===== src/rtl/cim_share_arbiter.sv =====
// Round-robin arbiter letting NUM_REQ layer controllers time-share one CIM tile array.
// Latency: grant is registered 1 cycle after a request is seen in IDLE; CIM controls are muxed combinationally.
// Backpressure: the owner holds the array from grant until its start completes (ready low then high) or it drops i_req.
//
// Ports:
//   clk, rst              - clock, asynchronous active-low reset
//   i_req/o_gnt/o_owner   - per-requester level requests, one-hot-or-zero registered grant, owner index
//   i_req_we/start/addr/data - per-requester CIM controls (packed, requester k at slice k)
//   o_req_cim_ready       - i_cim_ready forwarded to the owner only
//   i_cim_ready, o_cim_*  - CIM tile array handshake and muxed controls
//   o_busy                - high whenever the arbiter is not idle
module cim_share_arbiter #(
  parameter  int NUM_REQ    = 4,
  parameter  int ADDR_WIDTH = 4,
  parameter  int DATA_WIDTH = 16,
  localparam int OWN_W      = (NUM_REQ > 1) ? $clog2(NUM_REQ) : 1
) (
  input  logic                          clk,
  input  logic                          rst,
  input  logic [NUM_REQ-1:0]            i_req,
  output logic [NUM_REQ-1:0]            o_gnt,
  input  logic [NUM_REQ-1:0]            i_req_we,
  input  logic [NUM_REQ-1:0]            i_req_start,
  input  logic [NUM_REQ*ADDR_WIDTH-1:0] i_req_addr,
  input  logic [NUM_REQ*DATA_WIDTH-1:0] i_req_data,
  output logic [NUM_REQ-1:0]            o_req_cim_ready,
  input  logic                          i_cim_ready,
  output logic                          o_cim_we,
  output logic                          o_cim_start,
  output logic [ADDR_WIDTH-1:0]         o_cim_rd_addr,
  output logic [DATA_WIDTH-1:0]         o_cim_data,
  output logic                          o_busy,
  output logic [OWN_W-1:0]              o_owner
);

  typedef enum logic [1:0] {
    IDLE      = 2'd0,
    GRANT     = 2'd1,
    WAIT_BUSY = 2'd2,
    WAIT_DONE = 2'd3
  } state_t;

  state_t               state_q, state_d;
  logic [NUM_REQ-1:0]   gnt_q, gnt_d;
  logic [OWN_W-1:0]     owner_q, owner_d;
  logic [OWN_W-1:0]     ptr_q, ptr_d;

  // Round-robin search result
  logic                 sel_found;
  logic [OWN_W-1:0]     sel_idx;
  logic [OWN_W:0]       cand;

  // Pointer value used on release: owner + 1, wrapped
  logic [OWN_W:0]       inc;
  logic [OWN_W-1:0]     nxt_ptr;

  // Owner's view of the request bus (all zero when nothing is granted)
  logic                  own_req;
  logic                  own_we;
  logic                  own_start;
  logic [ADDR_WIDTH-1:0] own_addr;
  logic [DATA_WIDTH-1:0] own_data;

  logic                  release_own;

  // Scan from ptr upwards; ptr and i are both below NUM_REQ, so one
  // conditional subtraction is enough to wrap.
  always_comb begin
    sel_found = 1'b0;
    sel_idx   = '0;
    cand      = '0;
    for (int i = 0; i < NUM_REQ; i++) begin
      cand = {1'b0, ptr_q} + (OWN_W+1)'(i);
      if (cand >= (OWN_W+1)'(NUM_REQ)) begin
        cand = cand - (OWN_W+1)'(NUM_REQ);
      end
      if (!sel_found && i_req[cand[OWN_W-1:0]]) begin
        sel_found = 1'b1;
        sel_idx   = cand[OWN_W-1:0];
      end
    end
  end

  always_comb begin
    inc = {1'b0, owner_q} + (OWN_W+1)'(1);
    if (inc >= (OWN_W+1)'(NUM_REQ)) begin
      inc = '0;
    end
    nxt_ptr = inc[OWN_W-1:0];
  end

  // One-hot grant makes an OR-style mux safe: at most one slice is picked.
  always_comb begin
    own_req   = 1'b0;
    own_we    = 1'b0;
    own_start = 1'b0;
    own_addr  = '0;
    own_data  = '0;
    for (int k = 0; k < NUM_REQ; k++) begin
      if (gnt_q[k]) begin
        own_req   = i_req[k];
        own_we    = i_req_we[k];
        own_start = i_req_start[k];
        own_addr  = i_req_addr[k*ADDR_WIDTH +: ADDR_WIDTH];
        own_data  = i_req_data[k*DATA_WIDTH +: DATA_WIDTH];
      end
    end
  end

  always_comb begin
    state_d     = state_q;
    gnt_d       = gnt_q;
    owner_d     = owner_q;
    ptr_d       = ptr_q;
    release_own = 1'b0;
    case (state_q)
      IDLE: begin
        if (i_cim_ready && sel_found) begin
          gnt_d   = NUM_REQ'(1) << sel_idx;
          owner_d = sel_idx;
          state_d = GRANT;
        end
      end
      GRANT: begin
        // Start takes priority over a simultaneous request drop.
        if (own_start) begin
          state_d = WAIT_BUSY;
        end else if (!own_req) begin
          release_own = 1'b1;
        end
      end
      WAIT_BUSY: begin
        if (!i_cim_ready) begin
          state_d = WAIT_DONE;
        end
      end
      WAIT_DONE: begin
        if (i_cim_ready) begin
          release_own = 1'b1;
        end
      end
      default: begin
        state_d = IDLE;
        gnt_d   = '0;
        owner_d = '0;
      end
    endcase
    // Releasing always passes through IDLE, so grants are never back-to-back.
    if (release_own) begin
      state_d = IDLE;
      gnt_d   = '0;
      owner_d = '0;
      ptr_d   = nxt_ptr;
    end
  end

  always_ff @(posedge clk or negedge rst) begin
    if (!rst) begin
      state_q <= IDLE;
      gnt_q   <= '0;
      owner_q <= '0;
      ptr_q   <= '0;
    end else begin
      state_q <= state_d;
      gnt_q   <= gnt_d;
      owner_q <= owner_d;
      ptr_q   <= ptr_d;
    end
  end

  assign o_gnt           = gnt_q;
  assign o_owner         = owner_q;
  assign o_busy          = (state_q != IDLE);
  assign o_req_cim_ready = gnt_q & {NUM_REQ{i_cim_ready}};
  // Once a start is accepted the owner can no longer write or restart;
  // address/data stay on the owner for the duration of the operation.
  assign o_cim_we        = (state_q == GRANT) && own_we;
  assign o_cim_start     = (state_q == GRANT) && own_start;
  assign o_cim_rd_addr   = own_addr;
  assign o_cim_data      = own_data;

endmodule


===== config.mk =====
export PLATFORM = sky130hd
export DESIGN_NAME = cim_share_arbiter
export DESIGN_NICKNAME = d
export VERILOG_FILES = /design/src/rtl/cim_share_arbiter.sv
export SDC_FILE = /design/constraint.sdc
export NUM_CORES = 1
export LEC_CHECK = 0
export CORE_MARGIN = 2
export CORE_UTILIZATION = 34
export CTS_CLUSTER_DIAMETER = 60
export CTS_CLUSTER_SIZE = 14
export DETAILED_ROUTE_END_ITERATION = 10
export GPL_ROUTABILITY_DRIVEN = 1
export PLACE_DENSITY = 0.87
export SYNTH_ARGS = -nofsm -noshare
export SYNTH_HDL_FRONTEND = slang
export SYNTH_SLANG_ARGS = --single-unit

===== constraint.sdc =====
create_clock -name clk -period 3.8 [get_ports clk]
set_clock_uncertainty 0.2 [all_clocks]
set_input_delay 0.76 -clock clk [delete_from_list [all_inputs] [get_ports clk]]
set_output_delay 0.76 -clock clk [all_outputs]
set_load 0.05 [all_outputs]

# Word level (Yosys, flattened, before mapping)
# Cells that the tools add are included.
# word_totals
wordCells	101
register_bits	10
inputBits	95
# op_classes
bitwise	1
mux	56
add_sub_neg	8
shifts	1
n_reduce_logical	16
magnitude_cmp	9
eq_ne	6
# ops
cell	count
two-way mux 16 bit	4
two-way mux 2 bit	16
two-way mux 4 bit	7
two-way mux 1 bit	23
greater-or-equal comparator 3 bit, second input constant	4
less-than comparator 2 x 3 -> 1 bit, second input constant	4
!= test 3 bit, second input constant	3
binary-select mux 1 bit (select 2 bit)	4
subtractor 2 x 1 -> 2 bit, second input constant	4
adder 2 x 1 -> 3 bit, second input constant	2
adder 2 x 2 -> 3 bit, second input constant	2
logical AND 1 bit	6
one-hot mux 2 bit (3 select lines)	1
nonzero test 2 bit	3
bitwise AND 4 bit	1
equality test 2 bit, second input constant	2
AND reduction 4 bit	1
nonzero test 4 bit	1
left shift 1 x 2 -> 4 bit, first input constant	1
greater-or-equal comparator 2 x 3 -> 1 bit, second input constant	1
logical NOT 1 bit	3
equality test 2 x 1 -> 1 bit, second input constant	1
logical NOT 2 bit	1
one-hot mux 1 bit (2 select lines)	1
AND reduction 2 bit	1

# Logic depth before layout (Yosys ltp)
# logic_depth
depth_word	18
ltp_mapped	7

# Worst setup path after synthesis
# No wires, ideal clock.
# synth_path
path_type	reg2out
from	reg gnt_q[1], in the netlist o_gnt[1]
to	out o_cim_rd_addr[3]
path_stages_with_launch	8
arrival_ps	2520
slack_ps	320
path_buffers	2
path_cell_list	dfrtp_1 > buf_6 > nor2b_1 > clkbuf_1 > a22oi_1 > nor2_1 > a21oi_1 > o21ai_0
# synth_via
elab_chain_cells	3
# synth_lines
element	line_no	rtl
start, declared	44	logic [NUM_REQ-1:0] gnt_q, gnt_d;
start signal, assigned	165	gnt_q <= gnt_d;
two-way mux 4 bit (3 in a row)	100	if (gnt_q[k]) begin
end, declared	30	output logic [ADDR_WIDTH-1:0] o_cim_rd_addr,
# No other way between the ends.

# Final worst setup path
# layout_path
from	in i_cim_ready
to	out o_req_cim_ready[3]
# layout_via
elab_chain_cells	1
# layout_lines
element	line_no	rtl
start, declared	27	input logic i_cim_ready,
bitwise AND 4 bit	174	assign o_req_cim_ready = gnt_q & {NUM_REQ{i_cim_ready}};
end, declared	26	output logic [NUM_REQ-1:0] o_req_cim_ready,
# No other way between the ends.

==> summary.txt <==
Worst Hold Class -> reg -> reg
clock tree from TritonCTS -> built
number of buffers added for setup after CTS -> 0
RSZ-0062 raised after global routing -> false
CTS buffer count -> 3
highest-count cells in the layout ignoring fill and taps -> clkdlybuf4s50_1, nand2_1, a21oi_1, nor2_1, o21ai_0
Chip Width -> 68.4 µm
Mapped Avg Cell Area -> 6.60 µm²
final hold slack -> 319 ps
count of cells along the worst register-to-register path -> 5
dominant register cell in the synthesized netlist -> dfrtp_1
critical path's slowest cell -> clkdlybuf4s50_1
via count of the first global-routing pass -> 1,797
number of synthesized register bits -> 10
reg-to-reg critical path startpoint -> o_gnt[2]
headroom to the max-slew limit -> 66.0%
largest net degree at the start of global routing -> 37
Critical Path End -> o_req_cim_ready[3]
power density of the placed cells -> 1040 mW/mm²
gp weighted congestion -> 0.885
total standard cell area after synthesis -> 0.00141 mm²
Yosys warning total -> 0
max-slew violation total from the final report -> 0
IR drop worst, VDD -> 0.607 mV
cell mode on critical path -> clkdlybuf4s50_1
cell count after placement -> 382
number of standard cells in the layout, taps in and fillers out -> 386
final standard cell utilization of the core -> 74.2%
total of hold buffers inserted after clock tree synthesis -> 0
Inserted Diodes -> 0
number of nets in the layout -> 439
clk slew on worst S/H paths -> 50 ps
r2r setup slk -> 1690 ps
critical path type -> in -> out
max cap viols -> 0
die height -> 68.4 µm
final critical delay including setup and external delays -> 3360 ps
fin crit share -> 88.4%
count of port buffers added during placement -> 127
cells resized by post-CTS repair -> 0
count of standard-cell rows -> 23
wire length reported by the detailed router -> 5830 µm
count of different cell masters after synthesis -> 34
maximum root-to-sink buffer count -> 2
routed length per instance -> 15.1 µm
total power consumption of the routed design -> 3.08 mW
final count of hold timing violations -> 0
detailed-route via count -> 2,003
most common cell after layout, fill and taps aside -> clkdlybuf4s50_1
Starting Density -> 35.3%
buffer cell driving the clock tree root -> clkbuf_8
Final HPWL DP -> 4650 µm
Setup violations, final -> 0
worst reg2reg endpoint -> o_owner[0]
Area growth syn-to-layout -> 110%
Peak Freq -> 298 MHz
syn_nets -> 316
worst path arrival time -> 2400 ps
crit path max fanout -> 8
overflow left after global routing -> 0
initial antenna violation count -> 0
number of primary I/O pins -> 128
die footprint -> 0.00468 mm²
Critical Path RT -> 2840 ps
Final TNS setup -> 0 ps
Pre-Repair DR Iteration Count -> 4
count of clock tree sinks -> 10
Syn Inst Count -> 214
share of layout cells above drive strength 1 -> 11.0%
clock insertion delay at the later pin of the skew report -> 240 ps
Worst Tran Pin Value -> 508 ps
starting DRC count in detailed routing -> 94
Worst setup EP type -> output port
number of remaining DRC errors -> 0
number of H-tree branching levels -> 1
delay contributed by the slowest stage of the critical path -> 800 ps
fraction of the yosys area taken by sequential cells -> 17.7%
Tot GR Track Use -> 23.4%
category of the worst setup path launch point -> input port
Cell Chain, Critical Path -> clkdlybuf4s50_1 -> and2_1 -> clkdlybuf4s50_1
global-route wire length before repair -> 8380 µm
post-detailed-route via-to-cell ratio -> 5.19
FFs w/ async S/R, synth -> 100%
status -> finished clean
reported leakage power -> 1.17 nW
Worst setup startpoint -> i_cim_ready
DRT antenna net count -> 0
floorplan core area -> 0.00400 mm²
count of flip-flops with a built-in enable after synthesis -> 0
-- sequential cells by signal, indices dropped and copies added (netlist names) --
signal   flops
ptr_q        2
o_gnt        4
state_q      2
o_owner      2
-- area by class of cell --
| type | count | area [µm²] |
|---|---|---|
| Sequential cell | 10 | 250 |
| Timing Repair Buffer | 134 | 1520 |
| Inverter | 6 | 22.5 |
| Clock buffer | 4 | 55.1 |
| Multi-Input combinational cell | 182 | 1060 |
| Tap cell | 50 | 62.6 |
| Fill cell | 323 | 1030 |
-- synthesized netlist by cell type (3+ instances only) --
master | n | area (µm²)
nand3b_1 | 3 | 22.5
nor2b_1 | 4 | 25.0
ha_1 | 7 | 87.6
a211oi_1 | 3 | 22.5
o32ai_1 | 3 | 26.3
mux2i_1 | 3 | 30.0
clkbuf_1 | 13 | 48.8
dfrtp_1 | 10 | 250
nor3_1 | 4 | 20.0
inv_1 | 6 | 22.5
a22oi_1 | 19 | 143
and2_1 | 6 | 37.5
nor3b_1 | 4 | 30.0
a21oi_1 | 25 | 125
nand2_1 | 37 | 139
o21ai_0 | 23 | 115
nor2_1 | 24 | 90.1
-- power breakdown --
| part | switching, mW | total, mW | internal [mW] |
|---|---|---|---|
| clock network | 0.0431 | 0.134 | 0.0912 |
| registers | 0.0968 | 0.252 | 0.155 |
| logic | 1.55 | 2.69 | 1.14 |
-- routing by layer --
metal / share of wire, % / vias up / wire (µm) / global-route usage, %
met5: 0 / - / 0 / 0
met1: 38 / 898 / 2220 / 28.2
met2: 53 / 74 / 3080 / 42.3
met3: 8.2 / 6 / 476 / 5.59
met4: 0.86 / 0 / 50 / 4.00
li1: - / 1025 / - / -
-- per-stage QoR --
step                cell area (µm²)  setup WS (ps)
floorplan                      1410            320
global placement               2910            438
detailed placement             2910            446
CTS                            2970            446
global route                   2970            407
finish                         2970            439
-- logic make-up after synthesis --
logic type	synth area share, %
fa+ha+maj	6.21
simple gates	27.9
buf+inv	7.18
mux	2.13
flops	17.7
compound gates	38.8
-- worst min path at each step --
| stage | depth (start not counted) | slack, ps | from | end |
|---|---|---|---|---|
| global placement | 1 | 310 | o_owner[0] | ptr_q[0] |
| global route | 1 | 350 | o_owner[0] | ptr_q[0] |
| floorplan | 0 | 260 | rst | o_gnt[0] |
| finish | 1 | 320 | o_owner[0] | ptr_q[0] |
| CTS | 1 | 320 | o_owner[0] | ptr_q[0] |
| detailed placement | 1 | 310 | o_owner[0] | ptr_q[0] |
-- critical path: cells and delay by family --
kind | cells | cell delay (ps)
AND/OR/NAND/NOR | 1 | 180
buffers and inverters | 2 | 1450
(Power assumes the default switching activity.)
==> edit 1: new RTL, config.mk and constraints unchanged <==
The 4 states of `state_t` get a one-hot encoding in 4 bits.
--- a/src/rtl/cim_share_arbiter.sv
+++ b/src/rtl/cim_share_arbiter.sv
@@ -34,9 +34,9 @@
 );
 
-  typedef enum logic [1:0] {
-    IDLE      = 2'd0,
-    GRANT     = 2'd1,
-    WAIT_BUSY = 2'd2,
-    WAIT_DONE = 2'd3
+  typedef enum logic [3:0] {
+    IDLE      = 4'b0001,
+    GRANT     = 4'b0010,
+    WAIT_BUSY = 4'b0100,
+    WAIT_DONE = 4'b1000
   } state_t;
 
Function: no difference found for any inputs over 10 cycles, from zero or initial values and one cycle with rst low; not proved beyond that.
==> edit 1 against the original RTL <==
Largest power group unchanged; sequential cell count is 2 higher; area after synthesis rose by 5.7%; worst setup slack got worse by 61 ps; non-clock buffer count fell by 1; total power fell by 32%; die area rose by 5.3%; critical endpoint unchanged; worst hold slack better by 52 ps; wire length barely moved; design area grew 3.0%.
==> edit 1: results (changes against the original RTL) <==
- Vias per inst: 5.56 (+7.1%)
- Met3 WL: 342 um (-28%)
- Crit path from: i_cim_ready
- Gp weighted congestion: 0.875 (-1.1%)
- Area of the multi-input gates: 0.00110 sq mm (+3.7%)
- Post-DP Area: 0.00300 sq mm (+3.1%)
- Vias in the first global route: 1951 (+8.6%)
- Leak: 1.10 nW (-6.3%)
- Syn_nets: 294 (-7.0%)
- Met3 global-route usage: 0.0418 (-0.0141)
- Net count reported at finish: 414 (-5.7%)
- First-pass GRT wire length: 9430 um (+12%)
- DR WL/cell: 15.8 um (+4.7%)
- CP max FO: 9 (+1)
- Flop2flop setup slack: 1220 ps (-470 ps)
- Relative slew slack: 0.429 (-0.231)
- Fill cells: 324 (+0.31%)
- Met2 wire length: 3030 um (-1.8%)
- Worst slack at placement: 412 ps (-34.2 ps)
- Clock-cell share: 0.0180 (-0.000546)
- Minimum hold slack: 371 ps (+51.8 ps)
- Inverters: 4 (-2)
- Fraction of area in registers: 0.0986 (+0.0143)
- DP HPWL: 4580 um (-1.6%)
- Via count: 2050 (+2.3%)
- Met1 Use GR: 0.292 (+0.00967)
- Sequential share of the synthesized area: 0.202 (+0.0249)
- Clk sink count: 12 (+2)
- Sw frac: 0.511 (-0.0378)
- RR Endpoint: ptr_q[1]$_DFFE_PN0N_
- M2 GR Usage: 0.410 (-0.0132)
- GR Util All Layers: 0.231 (-0.00292)
- Buffers outside the clock class: 133 (-0.75%)
- Register Area: 302 sq um (+20%)
- Status: finished, final reports clean
- M1 WL: 2390 um (+7.6%)
- DRT iter0 DRCs: 100 (+6.4%)
- Fraction of layout instances using a drive strength above 1: 0.129 (+0.0192)
- #MultiIn Comb: 164 (-9.9%)
- VDD IR max: 0.566 mV (-6.7%)
-- edit 1: cell count changes after synthesis, moves of 4 or more --
cell      change
a21oi_1      -20
nor2_1       -20
o21ai_0      -20
o31ai_1      +20
a221oi_1     +19
nor2b_1      +19
a22oi_1      -14
nand2_1       -9
ha_1          -6
and2_1        +4
buf_2         +4
nor3_1        -4
-- edit 1: worst min path at each step --
stage / startpoint / end / cells after the start
global placement: state_q[1]$_DFFE_PN0P_ / state_q[3]$_DFFE_PN0P_ / 1
floorplan: rst / o_gnt[0]$_DFFE_PN0P_ / 0
detailed placement: state_q[1]$_DFFE_PN0P_ / state_q[3]$_DFFE_PN0P_ / 1
global route: ptr_q[0]$_DFFE_PN0N_ / ptr_q[0]$_DFFE_PN0N_ / 1
CTS: state_q[1]$_DFFE_PN0P_ / state_q[3]$_DFFE_PN0P_ / 1
finish: state_q[1]$_DFFE_PN0P_ / state_q[3]$_DFFE_PN0P_ / 1
-- edit 1: through the flow --
| step | util | total power [mW] |
|---|---|---|
| finish | 0.712 | 2.11 |
| global route | 0.712 | 2.21 |
| CTS | 0.712 | 2.11 |
| detailed placement | 0.700 | 1.97 |
| global placement | 0.700 | 1.94 |
| floorplan | - | 1.18 |
-- edit 1: logic make-up after synthesis --
group	after synthesis	synth area share
simple gates	82	0.298
compound gates	77	0.403
buf+inv	22	0.0612
flops	12	0.202
mux	3	0.0218
xor+xnor	1	0.00587
fa+ha+maj	1	0.00839
-- edit 1: power groups by stage --
stage                     Combinational, mW  Sequential (mW)  Clock [mW]
after floorplan                       0.915            0.269           0
after global placement                 1.70            0.248           0
final                                  1.72            0.249       0.142
after global routing                   1.80            0.261       0.152
after detailed placement               1.72            0.250           0
after CTS                              1.72            0.248       0.145
==> edit 2: new RTL, same flow settings <==
Made on the original files. `NUM_REQ`: 4 -> 8.
--- a/src/rtl/cim_share_arbiter.sv
+++ b/src/rtl/cim_share_arbiter.sv
@@ -11,5 +11,5 @@
 //   o_busy                - high whenever the arbiter is not idle
 module cim_share_arbiter #(
-  parameter  int NUM_REQ    = 4,
+  parameter  int NUM_REQ    = 8,
   parameter  int ADDR_WIDTH = 4,
   parameter  int DATA_WIDTH = 16,
Ports: changed (8 resized); port bits go from 128 to 229. No check against the original RTL was run, so the function may have changed too.
==> edit 2 against the original RTL <==
Sequential power grew 48%; cell count grew 120%; wire length grew to 3.0 times the old value; area after synthesis grew 150%; first-iteration DRC count grew to 4.9 times the old value; worst setup slack lost 320 ps; fmax shrank 8.7%; sequential cell count grew 6; total power grew 130%; design area grew 120%; global-route usage grew 5.9 points; non-clock buffer count grew 143; largest cell class unchanged; highest routed layer unchanged.
==> edit 2: results (changes against the original RTL) <==
- Status: finished, final reports clean
- Relative slew slack: 0.529 (-0.131)
- R2R depth: 11 (+6)
- #MultiIn Comb: 406 (+120%)
- Post-synthesis mux area share: 0.223 (+0.202)
- Adder-cell share of the synthesized area: 0.0288 (-0.0333)
- Signal buf overhead: 0.450 (-0.0612)
- Clkbuf count: 3 (-1)
- Data arrival, critical path: 3620 ps (+1220 ps)
- Synth top area cells: dfrtp_1 (12%), o21ai_0 (10%), nand2_1 (8.7%)
- IO Port Bufs: 228 (+80%)
- Synth Area in XOR/XNOR: 0.0101 (+0.0101)
- Inverters: 13 (+7)
- DRT Pass-1 Iters: 5 (+1)
- Largest net degree at the start of global routing: 46 (+24%)
- Post-synth top cells: nand2_1 (81), o21ai_0 (72), nor2_1 (37)
- Sequential share of the synthesized area: 0.115 (-0.0621)
- Fraction of area in registers: 0.0627 (-0.0216)
- DP HPWL: 14200 um (+200%)
- Worst R2R Start: ptr_q[0]$_DFFE_PN0N_
- RR Endpoint: o_owner[1]$_DFFE_PN0P_
- Gp weighted congestion: 0.969 (+9.5%)
- First-pass GRT wire length: 25600 um (+210%)
- Minimum hold slack: 372 ps (+53.2 ps)
- Slowest cell delay on critical path: 580 ps (-220 ps)
- Fraction of layout instances using a drive strength above 1: 0.161 (+0.0507)
- Synth warn: 0 (unchanged)
- Buffers outside the clock class: 277 (+110%)
- Area of the multi-input gates: 0.00285 sq mm (+170%)
- Max reg flops: 8 (+4)
- Flop2flop setup slack: 250 ps (-1440 ps)
- Vias in the first global route: 4532 (+150%)
- CP top delay family: compound AO/OA/AOI/OAI gates
- DRT iter0 DRCs: 457 (+390%)
- Seq cells: 16 (+6)
- Min cycle time layout: 3680 ps (+321 ps)
- VDD IR max: 0.883 mV (+46%)
- Net count reported at finish: 912 (+110%)
- Syn_nets: 673 (+110%)
- Critical Path End: o_gnt[1]$_DFFE_PN0P_
- Clock-cell share: 0.00647 (-0.0121)
- Slowest stage cell, crit path: mux4_1
- Library cells used by synthesis: 60 (+76%)
- Via count: 4923 (+150%)
- Std cell rows: 36 (+57%)
- Mapped Cells: 478 (+120%)
- Crit path from: i_req[7]
- Cell count after placement: 845 (+120%)
- Post-DP Area: 0.00632 sq mm (+120%)
- Leak: 2.54 nW (+120%)
- Vias per inst: 5.81 (+12%)
- DR WL/cell: 20.4 um (+35%)
==> edit 2: cell types whose count changed in the layout (fill, tap and decap cells not counted), sizes merged, moves of 12 or more <==
cell,unedited run,this run
clkdlybuf4s50,105,198
o21ai,23,82
buf,29,79
nand2,38,82
mux2i,3,28
a221oi,1,24
o311ai,0,20
a22oi,19,2
mux4,0,15
a21oi,25,11
nor2,24,37
mux2,0,12
==> edit 2: report_power, final <==
part | switching, mW | leakage, nW | internal [mW]
registers | 0.133 | 0.210 | 0.240
clock network | 0.0543 | 0.0216 | 0.0702
logic | 3.78 | 2.31 | 2.93
==> edit 2: routing by layer <==
layer	vias up	global-route usage	share of wire	routed length, um
met1	2294	0.405	0.43	7360
met5	-	0	0	0
li1	2303	-	-	-
met4	0	0.0610	0.021	356
met3	38	0.0430	0.090	1560
met2	288	0.486	0.46	8030
==> edit 2: what timing repair did <==
action                                 in CTS  in global routing
endpoints found under the hold margin       0                  0
resized for setup                           0                 10
setup endpoints to repair                   0                 17
setup buffers                               0                  0
hold buffers                                0                  0
